==> src/rtl/aes_drv_pkg.sv <==
// Shared types, register word map and slot decode for the AES-192 register driver.
package aes_drv_pkg;

    typedef enum logic [3:0] {
        ST_IDLE,
        ST_WR_PT,
        ST_WR_KEY,
        ST_WR_SEL,
        ST_WR_GO,
        ST_WR_STOP,
        ST_POLL,
        ST_RD_CT,
        ST_RESP
    } state_t;

    localparam logic [5:0] IDX_START   = 6'd0;
    localparam logic [5:0] IDX_PT0     = 6'd1;
    localparam logic [5:0] IDX_KEY_S0  = 6'd5;
    localparam logic [5:0] IDX_KEY_S1  = 6'd20;
    localparam logic [5:0] IDX_KEY_S2  = 6'd26;
    localparam logic [5:0] IDX_KEY_SEL = 6'd32;
    localparam logic [5:0] IDX_STATUS  = 6'd11;
    localparam logic [5:0] IDX_CT0     = 6'd12;

    function automatic logic [5:0] key_base(input logic [1:0] slot);
        case (slot)
            2'd0:    return IDX_KEY_S0;
            2'd1:    return IDX_KEY_S1;
            default: return IDX_KEY_S2;
        endcase
    endfunction

endpackage

==> src/rtl/aes_drv_bus_xfer.sv <==
// Single REG_BUS transfer engine: registers one request on go, holds it until
// ready, then pulses done with the captured read data and error flag.
module aes_drv_bus_xfer
    import aes_drv_pkg::*;
#(
    parameter int ADDR_WIDTH = 32,
    parameter int DATA_WIDTH = 32
) (
    input  logic                    clk_i,
    input  logic                    rst_ni,
    input  logic                    go,
    input  logic [ADDR_WIDTH-1:0]   addr,
    input  logic                    write,
    input  logic [DATA_WIDTH-1:0]   wdata,
    output logic                    done,
    output logic [DATA_WIDTH-1:0]   rdata,
    output logic                    err,
    output logic [ADDR_WIDTH-1:0]   bus_addr_o,
    output logic                    bus_write_o,
    output logic [DATA_WIDTH-1:0]   bus_wdata_o,
    output logic [DATA_WIDTH/8-1:0] bus_wstrb_o,
    output logic                    bus_valid_o,
    input  logic [DATA_WIDTH-1:0]   bus_rdata_i,
    input  logic                    bus_ready_i,
    input  logic                    bus_error_i
);

    always_ff @(posedge clk_i or negedge rst_ni) begin
        if (!rst_ni) begin
            bus_addr_o  <= '0;
            bus_write_o <= 1'b0;
            bus_wdata_o <= '0;
            bus_wstrb_o <= '0;
            bus_valid_o <= 1'b0;
            done        <= 1'b0;
            rdata       <= '0;
            err         <= 1'b0;
        end else begin
            done <= 1'b0;
            if (bus_valid_o) begin
                if (bus_ready_i) begin
                    bus_valid_o <= 1'b0;
                    done        <= 1'b1;
                    rdata       <= bus_rdata_i;
                    err         <= bus_error_i;
                end
            end else if (go) begin
                // valid was low this cycle, so back-to-back transfers always see a gap
                bus_valid_o <= 1'b1;
                bus_addr_o  <= addr;
                bus_write_o <= write;
                bus_wdata_o <= write ? wdata : '0;
                bus_wstrb_o <= write ? '1 : '0;
            end
        end
    end

endmodule

==> src/rtl/aes_reg_driver.sv <==
// Runs one AES-192 job over REG_BUS: program pt/key/slot, pulse start, poll, read ct.
// Optional key cache enabled by AES_DRV_KEY_CACHE_EN (skips key writes on a repeat key/slot).
//
// state      | meaning
// IDLE       | waiting for a job request
// WR_PT      | writing plaintext words idx1..4
// WR_KEY     | writing six key words to the slot's bank
// WR_SEL     | writing the slot number to key_sel
// WR_GO      | writing start = 1
// WR_STOP    | writing start = 0
// POLL       | reading status until ct_valid or timeout
// RD_CT      | reading ciphertext words idx12..15
// RESP       | presenting result until consumed
module aes_reg_driver
    import aes_drv_pkg::*;
#(
    parameter int                    ADDR_WIDTH = 32,
    parameter int                    DATA_WIDTH = 32,
    parameter logic [ADDR_WIDTH-1:0] BASE_ADDR  = '0,
    parameter int                    POLL_MAX   = 1024
) (
    input  logic                    clk_i,
    input  logic                    rst_ni,
    input  logic                    req_valid_i,
    output logic                    req_ready_o,
    input  logic [127:0]            req_pt_i,
    input  logic [191:0]            req_key_i,
    input  logic [1:0]              req_slot_i,
    output logic                    rsp_valid_o,
    input  logic                    rsp_ready_i,
    output logic [127:0]            rsp_ct_o,
    output logic                    rsp_err_o,
    output logic [ADDR_WIDTH-1:0]   bus_addr_o,
    output logic                    bus_write_o,
    output logic [DATA_WIDTH-1:0]   bus_wdata_o,
    output logic [DATA_WIDTH/8-1:0] bus_wstrb_o,
    output logic                    bus_valid_o,
    input  logic [DATA_WIDTH-1:0]   bus_rdata_i,
    input  logic                    bus_ready_i,
    input  logic                    bus_error_i
);

    localparam int PW = $clog2(POLL_MAX + 1);

    state_t                  state;
    logic [2:0]              wcnt;
    logic [PW-1:0]           poll_cnt;
    logic [127:0]            pt_q;
    logic [191:0]            key_q;
    logic [1:0]              slot_q;
    logic [127:0]            ct_q;
    logic                    err_q;
    logic                    inflight;
    logic                    go, done, xfer_err, write;
    logic [DATA_WIDTH-1:0]   rdata, wdata;
    logic [5:0]              idx;
    logic [ADDR_WIDTH-1:0]   addr;
    logic                    key_hit, abort, key_done;

    always_comb begin
        idx   = IDX_START;
        write = 1'b1;
        wdata = '0;
        case (state)
            ST_WR_PT: begin
                idx   = IDX_PT0 + {3'b000, wcnt};
                wdata = pt_q[{wcnt, 5'd0} +: 32];
            end
            ST_WR_KEY: begin
                idx   = key_base(slot_q) + {3'b000, wcnt};
                wdata = key_q[{wcnt, 5'd0} +: 32];
            end
            ST_WR_SEL: begin
                idx   = IDX_KEY_SEL;
                wdata = DATA_WIDTH'(slot_q);
            end
            ST_WR_GO:   wdata = DATA_WIDTH'(1);
            ST_WR_STOP: wdata = '0;
            ST_POLL: begin
                idx   = IDX_STATUS;
                write = 1'b0;
            end
            ST_RD_CT: begin
                idx   = IDX_CT0 + {3'b000, wcnt};
                write = 1'b0;
            end
            default: ;
        endcase
    end

    assign addr     = BASE_ADDR + ADDR_WIDTH'({idx, 2'b00});
    assign go       = !inflight && (state != ST_IDLE) && (state != ST_RESP);
    assign abort    = done && (xfer_err ||
                      (state == ST_POLL && !rdata[0] && poll_cnt == PW'(POLL_MAX - 1)));
    assign key_done = done && !xfer_err && state == ST_WR_KEY && wcnt == 3'd5;

    always_ff @(posedge clk_i or negedge rst_ni) begin
        if (!rst_ni) begin
            state    <= ST_IDLE;
            wcnt     <= '0;
            poll_cnt <= '0;
            pt_q     <= '0;
            key_q    <= '0;
            slot_q   <= '0;
            ct_q     <= '0;
            err_q    <= 1'b0;
            inflight <= 1'b0;
        end else begin
            if (go)        inflight <= 1'b1;
            else if (done) inflight <= 1'b0;
            case (state)
                ST_IDLE: if (req_valid_i) begin
                    pt_q     <= req_pt_i;
                    key_q    <= req_key_i;
                    slot_q   <= (req_slot_i == 2'd3) ? 2'd2 : req_slot_i;
                    wcnt     <= '0;
                    poll_cnt <= '0;
                    state    <= ST_WR_PT;
                end
                ST_RESP: if (rsp_ready_i) state <= ST_IDLE;
                default: if (done) begin
                    if (abort) begin
                        state <= ST_RESP;
                        err_q <= 1'b1;
                        ct_q  <= '0;
                    end else begin
                        wcnt <= wcnt + 3'd1;
                        case (state)
                            ST_WR_PT: if (wcnt == 3'd3) begin
                                wcnt  <= '0;
                                state <= key_hit ? ST_WR_SEL : ST_WR_KEY;
                            end
                            ST_WR_KEY: if (wcnt == 3'd5) begin
                                wcnt  <= '0;
                                state <= ST_WR_SEL;
                            end
                            ST_WR_SEL:  state <= ST_WR_GO;
                            ST_WR_GO:   state <= ST_WR_STOP;
                            ST_WR_STOP: state <= ST_POLL;
                            ST_POLL: begin
                                wcnt <= '0;
                                if (rdata[0]) state <= ST_RD_CT;
                                else          poll_cnt <= poll_cnt + 1'b1;
                            end
                            ST_RD_CT: begin
                                ct_q[{wcnt, 5'd0} +: 32] <= rdata;
                                if (wcnt == 3'd3) begin
                                    state <= ST_RESP;
                                    err_q <= 1'b0;
                                end
                            end
                            default: ;
                        endcase
                    end
                end
            endcase
        end
    end

`ifdef AES_DRV_KEY_CACHE_EN
    logic [191:0] cache_key;
    logic [1:0]   cache_slot;
    logic         cache_vld;

    always_ff @(posedge clk_i or negedge rst_ni) begin
        if (!rst_ni) begin
            cache_key  <= '0;
            cache_slot <= '0;
            cache_vld  <= 1'b0;
        end else if (abort) begin
            cache_vld <= 1'b0;
        end else if (key_done) begin
            cache_key  <= key_q;
            cache_slot <= slot_q;
            cache_vld  <= 1'b1;
        end
    end

    assign key_hit = cache_vld && cache_key == key_q && cache_slot == slot_q;
`else
    assign key_hit = 1'b0;
`endif

    assign req_ready_o = (state == ST_IDLE);
    assign rsp_valid_o = (state == ST_RESP);
    assign rsp_ct_o    = ct_q;
    assign rsp_err_o   = err_q;

    aes_drv_bus_xfer #(
        .ADDR_WIDTH (ADDR_WIDTH),
        .DATA_WIDTH (DATA_WIDTH)
    ) u_xfer (
        .clk_i       (clk_i),
        .rst_ni      (rst_ni),
        .go          (go),
        .addr        (addr),
        .write       (write),
        .wdata       (wdata),
        .done        (done),
        .rdata       (rdata),
        .err         (xfer_err),
        .bus_addr_o  (bus_addr_o),
        .bus_write_o (bus_write_o),
        .bus_wdata_o (bus_wdata_o),
        .bus_wstrb_o (bus_wstrb_o),
        .bus_valid_o (bus_valid_o),
        .bus_rdata_i (bus_rdata_i),
        .bus_ready_i (bus_ready_i),
        .bus_error_i (bus_error_i)
    );

endmodule

==> config.mk <==
export PLATFORM = sky130hd
export DESIGN_NAME = aes_reg_driver
export DESIGN_NICKNAME = d
export VERILOG_FILES = /design/src/rtl/aes_drv_pkg.sv /design/src/rtl/aes_drv_bus_xfer.sv /design/src/rtl/aes_reg_driver.sv
export SDC_FILE = /design/constraint.sdc
export NUM_CORES = 1
export LEC_CHECK = 0
export CORE_AREA = 2 2 221 277
export DETAILED_ROUTE_END_ITERATION = 10
export DIE_AREA = 0 0 223 279
export PLACE_DENSITY = 0.69
export SYNTH_ARGS = -nofsm -noshare
export SYNTH_HDL_FRONTEND = slang
export SYNTH_SLANG_ARGS = --single-unit
==> constraint.sdc <==
create_clock -name clk_i -period 2.6 [get_ports clk_i]
set_clock_uncertainty 0.15 [all_clocks]
set_input_delay 0.52 -clock clk_i [delete_from_list [all_inputs] [get_ports clk_i]]
set_output_delay 0.52 -clock clk_i [all_outputs]
set_load 0.005 [all_outputs]
==> results of run 1 <==
-- cell type report --
| type | instances | area, sq um | share of cell area |
|---|---|---|---|
| diodes | 7 | 17.52 | 0.0005377 |
| well taps | 765 | 957.2 | 0.02938 |
| multi-input cells | 1592 | 9308 | 0.2857 |
| clock buffers | 73 | 1553 | 0.04766 |
| inverters | 50 | 187.7 | 0.005761 |
| flip-flops and latches | 544 | 13620 | 0.4180 |
| clock inverters | 21 | 321.6 | 0.009871 |
| repair buffers | 636 | 6614 | 0.2030 |
-- metrics by stage --
step | cell area, sq um | cells | setup TNS (ns)
global placement | 30500 | 3581 | -0.1198
floorplan | 23770 | 2360 | 0
detailed placement | 30500 | 3581 | -0.4680
global route | 32570 | 3686 | -0.004315
CTS | 32420 | 3676 | 0
finish | 32580 | 3688 | -0.007100
-- worst paths after layout --
kind | from | to | slack [ns] | cells after the start
worst max-delay path | state[0] | rsp_ct_o[111] | -0.007 | 7
worst min-delay path | rst_ni | u_xfer.rdata[25] | 0.29 | 2
worst max register to register | state[0] | rsp_ct_o[111] | -0.007 | 7
worst min register to register | key_q[161] | key_q[161] | 0.32 | 2
max in group asynchronous | rst_ni | pt_q[47] | 1.10 | 3
min in group clk_i | req_pt_i[54] | pt_q[54] | 0.29 | 3
-- critical path, delay by kind of cell (launching register included) --
kind	cells	cell delay, ns
compound gates	3	0.58
buf+inv	2	0.37
flops	1	0.43
simple gates	2	0.96
-- state kept, by name (all words and copies together) (netlist names) --
register,cells
u_xfer.done,1
u_xfer.err,1
u_xfer.rdata,32
inflight,1
state,4
poll_cnt,11
slot_q,2
rsp_ct_o,128
wcnt,3
u_xfer.bus_valid_o,1
rsp_err_o,1
u_xfer.bus_addr_o,6
u_xfer.bus_wstrb_o,1
key_q,192
u_xfer.bus_wdata_o,32
pt_q,128
-- kinds of logic after synthesis --
group	synth area share
simple gates	0.1913
flops	0.5752
compound gates	0.07539
buf+inv	0.04330
mux	0.1050
fa+ha+maj	0.007719
xor+xnor	0.001850
other cells	0.0001585
-- per-layer routing --
metal | share of wire | track usage
met1 | 0.38 | 0.3024
met2 | 0.50 | 0.4287
met3 | 0.078 | 0.05409
met4 | 0.039 | 0.09448
met5 | 0.0017 | 0
-- what timing repair did --
item                                    4_1_cts  5_1_grt
gates cloned                                  0        3
gates resized for setup                      14       16
hold endpoints to repair                     37        0
endpoints found under the setup margin       98       71
hold buffers                                  1        0
setup buffers                                 0        2
pin swaps                                     1       10
-- power groups by stage --
stage	registers [mW]	logic [mW]	clock network, mW
final	14.1	14.0	8.25
after global routing	14.5	15.3	8.81
after CTS	14.0	14.0	8.42
after detailed placement	14.2	13.9	0
after global placement	14.0	13.6	0
after floorplan	13.5	8.05	0
-- synthesized netlist by cell type, drive strengths merged, types with 3 or more instances --
cell,count,area (sq um)
a21o,5,37.54
a21oi,15,75.07
a22o,97,849.6
a22oi,34,255.2
a31oi,8,50.05
a32oi,3,26.28
and2,3,18.77
buf,90,518.0
clkbuf,85,319.1
dfrtp,544,13610
ha,13,162.7
inv,50,187.7
mux2,35,394.1
mux2i,65,650.6
mux4,64,1441
nand2,1061,3983
nand3,7,35.03
nand4,7,43.79
nand4b,3,26.28
nor2,27,101.4
nor2b,3,18.77
nor3,8,40.04
nor3b,3,22.52
nor4,5,43.79
nor4b,4,47.55
o211ai,33,247.7
o21ai,16,80.07
o31ai,5,37.54
or3,4,25.02
or4,6,45.04
xnor2,4,35.03
==> impl_results.md, run 1 <==
- Sequential power share: 0.387
- Standard-cell rows: 100
- Total DRC errors in the routed layout: 0
- Commonest non-fill, non-tap cell in the layout: sky130_fd_sc_hd__nand2_1
- Share of final-layout standard cells stronger than drive strength 1: 0.1104
- Remaining antenna violation count: 0
- Number of warnings printed during yosys synthesis: 0
- Outcome: finished with violations
- Sequential area share after synthesis: 0.5752
- Gpl congestion: 0.8883
- Detailed-route wire length: 78,030 um
- Overall die area: 62,220 sq um
- CP startpoint kind: flop
- Worst supply voltage drop on vdd: 0.5508 mV
- Number of buffers added on ports: 534
- Starting density of the core: 0.3982
- Required time worst endpoint: 2.93 ns
- Area growth syn-to-layout: 37.65%
- Vias in the first global route: 19,760
- Die width: 223 um
- Cell area power density: 1116 nW/um^2
- Detailed-routing iteration count for the pre-antenna-repair pass: 6
- Number of synthesized flops with an enable pin: 0
- Total number of H-tree levels: 2
- Critical path capture point type: flop
- Worst setup slack after layout: -0.007100 ns
- Leakage power of the design: 15.20 nW
- Largest buffer count on any clock path: 3
- Final max-slew violation count: 0
- Power dissipated by switching net loads: 13.02 mW
- Clock latency of the later-clocked register in the worst-skew pair: 0.60 ns
- Worst Hold Slack: 0.2870 ns
- Final number of hold-violating endpoints: 0
- Clock share of power: 0.227
- Avg Synthesized Cell Area: 10.14 sq um
- Tot Pwr: 36.36 mW
- Detail-routed via count per cell: 5.269
- List of cells traversed by the critical path: or3b_4 > or4_4 > a21boi_4 > buf_6 > a31oi_4 > clkbuf_16 > a22o_1
- Path type of the worst setup path: flop to flop
- Max-cap viol count: 0
- Largest fanout on the critical path: 16
- Inserted Clock Buffers: 53
- Achievable Freq: 383.6 MHz
- Max stage delay cell, worst path: sky130_fd_sc_hd__or4_4
- Post-place setup slack: -0.05185 ns
- Violations in the final reports: setup timing
- Arrival time of data at the critical path endpoint: 2.93 ns
- GRT Residual Overflow: 0
- Actual slew at the worst max-slew pin: 1.153 ns
- Most used DFF post-synth: sky130_fd_sc_hd__dfrtp_1
- Clock tree from TritonCTS: built
- Number of antenna violations at the first check in global routing: 17
- Final clock period utilization by the worst path: 1.003
- Proportion of synthesized flip-flops having asynchronous set or reset: 1.000
- Post-DP HPWL: 57,420 um
- Flop and latch count out of synthesis: 544
- RSZ-0062 raised after global routing: yes
- Final setup viols: 1
- Average wire per standard cell: 21.16 um
- Global-route wire length before repair: 117,500 um
- Total Routing Usage GR: 0.2476
- Count of filler cells inserted in the layout: 5,064
- Delay of the slowest cell on the worst path: 0.53 ns
- Number of vias in the routed layout: 19,430
- Register clock-pin slew on the reported worst setup and hold paths: 0.07 ns
- Top-level port count: 561
- Share of total power consumed by net switching: 0.3579
- TritonCTS sink count: 544
- Final nets: 3,251
- Commonest non-fill, non-tap cells in the layout: sky130_fd_sc_hd__nand2_1 (1,059), sky130_fd_sc_hd__dfrtp_1 (542), sky130_fd_sc_hd__clkdlybuf4s50_1 (531)
- Detailed router's first-iteration violation count: 1,843
- Die extent in y: 279 um
- Comb pwr share: 0.386
- Final Critical Period: 2.607 ns
- Yosys cell types: 56
- Power Internal: 23.35 mW
- Core area: 59,430 sq um
- Cell area after technology mapping: 23,670 sq um
- Classification of the worst-slack hold path: primary input to asynchronous set/reset pin
- Maximum number of pins on one net before global-route repair: 128
- Post-synthesis cell count: 2,335
- Slew HR: 0.2287
- Final design utilization: 0.5481
- Cell at the root of the clock tree: sky130_fd_sc_hd__clkbuf_16
Note: power is estimated with default switching activity, not from simulation.
==> run 2: changes to the inputs <==
ABC_AREA = 1   (was unset)
CORE_AREA = 2 2 231 290   (was 2 2 221 277)
DIE_AREA = 0 0 233 292   (was 0 0 223 279)
PLACE_DENSITY = 0.68   (was 0.69)
==> run 2 against run 1 <==
The flow now finishes without violations. Synthesized cell count rose by 41%. Critical endpoint is now req_ready_o. Largest power group is now combinational logic. Highest routed layer unchanged. Critical path depth decreased by 3. Final cell count increased by 26%.
==> impl_results.md, run 2 <==
- Outcome: completed (was finished with violations)
- Worst supply voltage drop on vdd: 0.6079 mV (was 0.5508 mV)
- Die extent in y: 292 um (was 279 um)
- Actual slew at the worst max-slew pin: 0.7110 ns (was 1.153 ns)
- Gpl congestion: 0.9034 (was 0.8883)
- Number of warnings printed during yosys synthesis: 0 (unchanged)
- Area of all placed cells without fillers: 34,450 sq um (was 32,580 sq um)
- Arrival time of data at the critical path endpoint: 1.83 ns (was 2.93 ns)
- Inserted Clock Buffers: 57 (was 53)
- Capture point of the worst reg-to-reg path: rsp_ct_o[101] (was rsp_ct_o[111])
- Area growth syn-to-layout: 32.63% (was 37.65%)
- Final nets: 4,132 (was 3,251)
- Number of buffers added on ports: 534 (unchanged)
- Cell area after technology mapping: 25,970 sq um (was 23,670 sq um)
- Die width: 233 um (was 223 um)
- Largest fanout on the critical path: 4 (was 16)
- Yosys cell types: 41 (was 56)
- Achievable Freq: 399.9 MHz (was 383.6 MHz)
- Area share of the largest cell type after synthesis: 0.5241 (was 0.5752)
- Largest buffer count on any clock path: 3 (unchanged)
- GRT Residual Overflow: 0 (unchanged)
- Crit path from: state[2] (was state[0])
- Worst-case register-to-register setup slack: 0.16 ns (was -0.007 ns)
- Critical Path Sink: req_ready_o (was rsp_ct_o[111])
- Critical path capture point type: primary output (was flop)
- Global-route wire length before repair: 140,900 um (was 117,500 um)
- Detail-routed via count per cell: 5.154 (was 5.269)
- Final Critical Period: 2.501 ns (was 2.607 ns)
- Overall die area: 68,040 sq um (was 62,220 sq um)
- Flop and latch count out of synthesis: 544 (unchanged)
- Remaining antenna violation count: 0 (unchanged)
- Cell area power density: 1093 nW/um^2 (was 1116 nW/um^2)
- Register clock-pin slew on the reported worst setup and hold paths: 0.06 ns (was 0.07 ns)
- Leading post-synthesis cells by cell area: sky130_fd_sc_hd__dfrtp_1 (52%), sky130_fd_sc_hd__nand2_1 (19%), sky130_fd_sc_hd__nand3_1 (5.5%) (was sky130_fd_sc_hd__dfrtp_1 (58%), sky130_fd_sc_hd__nand2_1 (17%), sky130_fd_sc_hd__mux4_2 (6.1%))
- Worst setup slack after layout: 0.09908 ns (was -0.007100 ns)
- Required time worst endpoint: 1.93 ns (was 2.93 ns)
- Most used DFF post-synth: sky130_fd_sc_hd__dfrtp_1 (unchanged)
- Flip-flop count of the largest register after layout: 192 (unchanged)
- Maximum number of pins on one net before global-route repair: 129 (was 128)
- Number of antenna violations at the first check in global routing: 21 (was 17)
- Register-to-Register Path Depth: 10 (was 7)
- Post-place setup slack: -0.1723 ns (was -0.05185 ns)
- CP startpoint kind: flop (unchanged)
- Max-cap viol count: 0 (unchanged)
- Proportion of synthesized flip-flops having asynchronous set or reset: 1.000 (unchanged)
- Number of vias in the routed layout: 24,030 (was 19,430)
- Leakage power of the design: 16.36 nW (was 15.20 nW)
- Source of the worst register-to-register timing path: wcnt[0] (was state[0])
- Largest area contributor in the netlist: sky130_fd_sc_hd__dfrtp_1 (unchanged)
- Commonest non-fill, non-tap cell in the layout: sky130_fd_sc_hd__nand2_1 (unchanged)
- Clock tree from TritonCTS: built (unchanged)
- Share of final-layout standard cells stronger than drive strength 1: 0.07000 (was 0.1104)
- Final clock period utilization by the worst path: 0.9619 (was 1.003)
- Starting density of the core: 0.3978 (was 0.3982)
- Post-DP HPWL: 68,200 um (was 57,420 um)
- Post-route setup TNS: 0 ns (was -0.007100 ns)
- Detailed router's first-iteration violation count: 2,008 (was 1,843)
- Path type of the worst setup path: flop to primary output (was flop to flop)
- Core area: 65,290 sq um (was 59,430 sq um)
- Most flops, register: key_q (unchanged)
- Average wire per standard cell: 20.17 um (was 21.16 um)
- Leading post-synthesis cells by instance count: sky130_fd_sc_hd__nand2_1 (1,285), sky130_fd_sc_hd__dfrtp_1 (544), sky130_fd_sc_hd__nand3_1 (284) (was sky130_fd_sc_hd__nand2_1 (1,061), sky130_fd_sc_hd__dfrtp_1 (544), sky130_fd_sc_hd__a22o_1 (97))
- Post-synthesis cell count: 3,302 (was 2,335)
- Total number of H-tree levels: 2 (unchanged)
- Top-level port count: 561 (unchanged)
- Final setup viols: 0 (was 1)
- Standard-cell rows: 105 (was 100)
- Commonest non-fill, non-tap cells in the layout: sky130_fd_sc_hd__nand2_1 (1,284), sky130_fd_sc_hd__dfrtp_1 (542), sky130_fd_sc_hd__clkdlybuf4s50_1 (531) (was sky130_fd_sc_hd__nand2_1 (1,059), sky130_fd_sc_hd__dfrtp_1 (542), sky130_fd_sc_hd__clkdlybuf4s50_1 (531))
- Number of synthesized flops with an enable pin: 0 (unchanged)
- Clock latency of the later-clocked register in the worst-skew pair: 0.64 ns (was 0.60 ns)
- Sequential area share after synthesis: 0.5241 (was 0.5752)
- Slew HR: 0.5260 (was 0.2287)
- Instance area after placement: 32,380 sq um (was 30,500 sq um)
- TritonCTS sink count: 544 (unchanged)
- Detailed-routing iteration count for the pre-antenna-repair pass: 5 (was 6)
- Detailed-route wire length: 94,030 um (was 78,030 um)
- Classification of the worst-slack hold path: primary input to asynchronous set/reset pin (unchanged)
- Vias in the first global route: 23,560 (was 19,760)
- Total Routing Usage GR: 0.2747 (was 0.2476)
- Most common cell in the netlist: sky130_fd_sc_hd__nand2_1 (unchanged)
- Total DRC errors in the routed layout: 0 (unchanged)
- Final max-slew violation count: 0 (unchanged)
- RSZ-0062 raised after global routing: yes (unchanged)
- Final number of hold-violating endpoints: 0 (unchanged)
- Avg Synthesized Cell Area: 7.866 sq um (was 10.14 sq um)
- Cell at the root of the clock tree: sky130_fd_sc_hd__clkbuf_16 (unchanged)
-- run 2: cell types whose count changed in the layout (fill, tap and decap cells not counted), sizes merged, moves of 65 or more --
cell   delta
nor2    +137
nand2   +233
nand3   +279
o21ai   +257
a22o     -97
mux2i    -65
inv     +151
-- run 2: routing by layer --
layer / part of all wire / GRT usage
met1: 0.37 / 0.3138
met5: 0.0024 / 0
met2: 0.50 / 0.4761
met4: 0.064 / 0.1546
met3: 0.069 / 0.05615
-- run 2: cell families (layout without fill, tap and decap cells) --
| kind of cell | count (synthesis) | in the layout | share of synthesized area |
|---|---|---|---|
| other cells | 1 | 33 | 0.0001444 |
| simple gates | 1851 | 1851 | 0.2949 |
| flops | 544 | 544 | 0.5241 |
| xor+xnor | 8 | 8 | 0.002698 |
| fa+ha+maj | 14 | 14 | 0.007033 |
| compound gates | 417 | 417 | 0.09374 |
| buf+inv | 467 | 940 | 0.07736 |
-- run 2: final cells by class --
type / count / area, sq um
multi-input cells: 2316 / 10500
clock inverters: 16 / 284.0
flip-flops and latches: 544 / 13620
inverters: 202 / 785.8
diodes: 7 / 17.52
clock buffers: 85 / 1692
repair buffers: 637 / 6486
fillers: 6150 / 30840
well taps: 856 / 1071
-- run 2: worst min path at each step --
stage | from | cells after the start | to | slack [ns]
after floorplan | rst_ni | 0 | inflight | 0.07
after global placement | rst_ni | 1 | rsp_ct_o[39] | 0.29
after detailed placement | rst_ni | 1 | rsp_ct_o[42] | 0.28
after CTS | rst_ni | 2 | rsp_ct_o[42] | 0.20
after global routing | rst_ni | 2 | rsp_ct_o[42] | 0.23
final | rst_ni | 2 | rsp_ct_o[41] | 0.22
-- run 2: stage by stage --
stage          utilization  total power [mW]  hold WS, ns  cells
3_3_place_gp        0.4960             28.71       0.2863   4550
2_1_floorplan            -             22.66      0.07441   3327
6_report            0.5276             37.67       0.2240   4663
4_1_cts             0.5268             37.82       0.1979   4654
5_1_grt             0.5274             40.21       0.2337   4657
3_5_place_dp        0.4960             28.98       0.2797   4550
-- run 2: timing repair --
item,CTS,global route
buffers inserted,2,2
hold endpoints to repair,220,0
hold buffers,1,0
gates cloned,0,0
gates resized for setup,6,8
pin swaps,1,1
endpoints found under the setup margin,64,43
-- run 2: report_power, final --
part	switching, mW	internal (mW)
registers	1.89	11.6
logic	9.99	5.48
clock network	3.59	5.10
-- run 2: critical path: stages, from the launching register on --
cell	delay, ns
sky130_fd_sc_hd__dfrtp_1	0.45
sky130_fd_sc_hd__nor2_4	0.21
sky130_fd_sc_hd__inv_2	0.07
sky130_fd_sc_hd__nor2_4	0.16
sky130_fd_sc_hd__clkdlybuf4s15_1	0.32
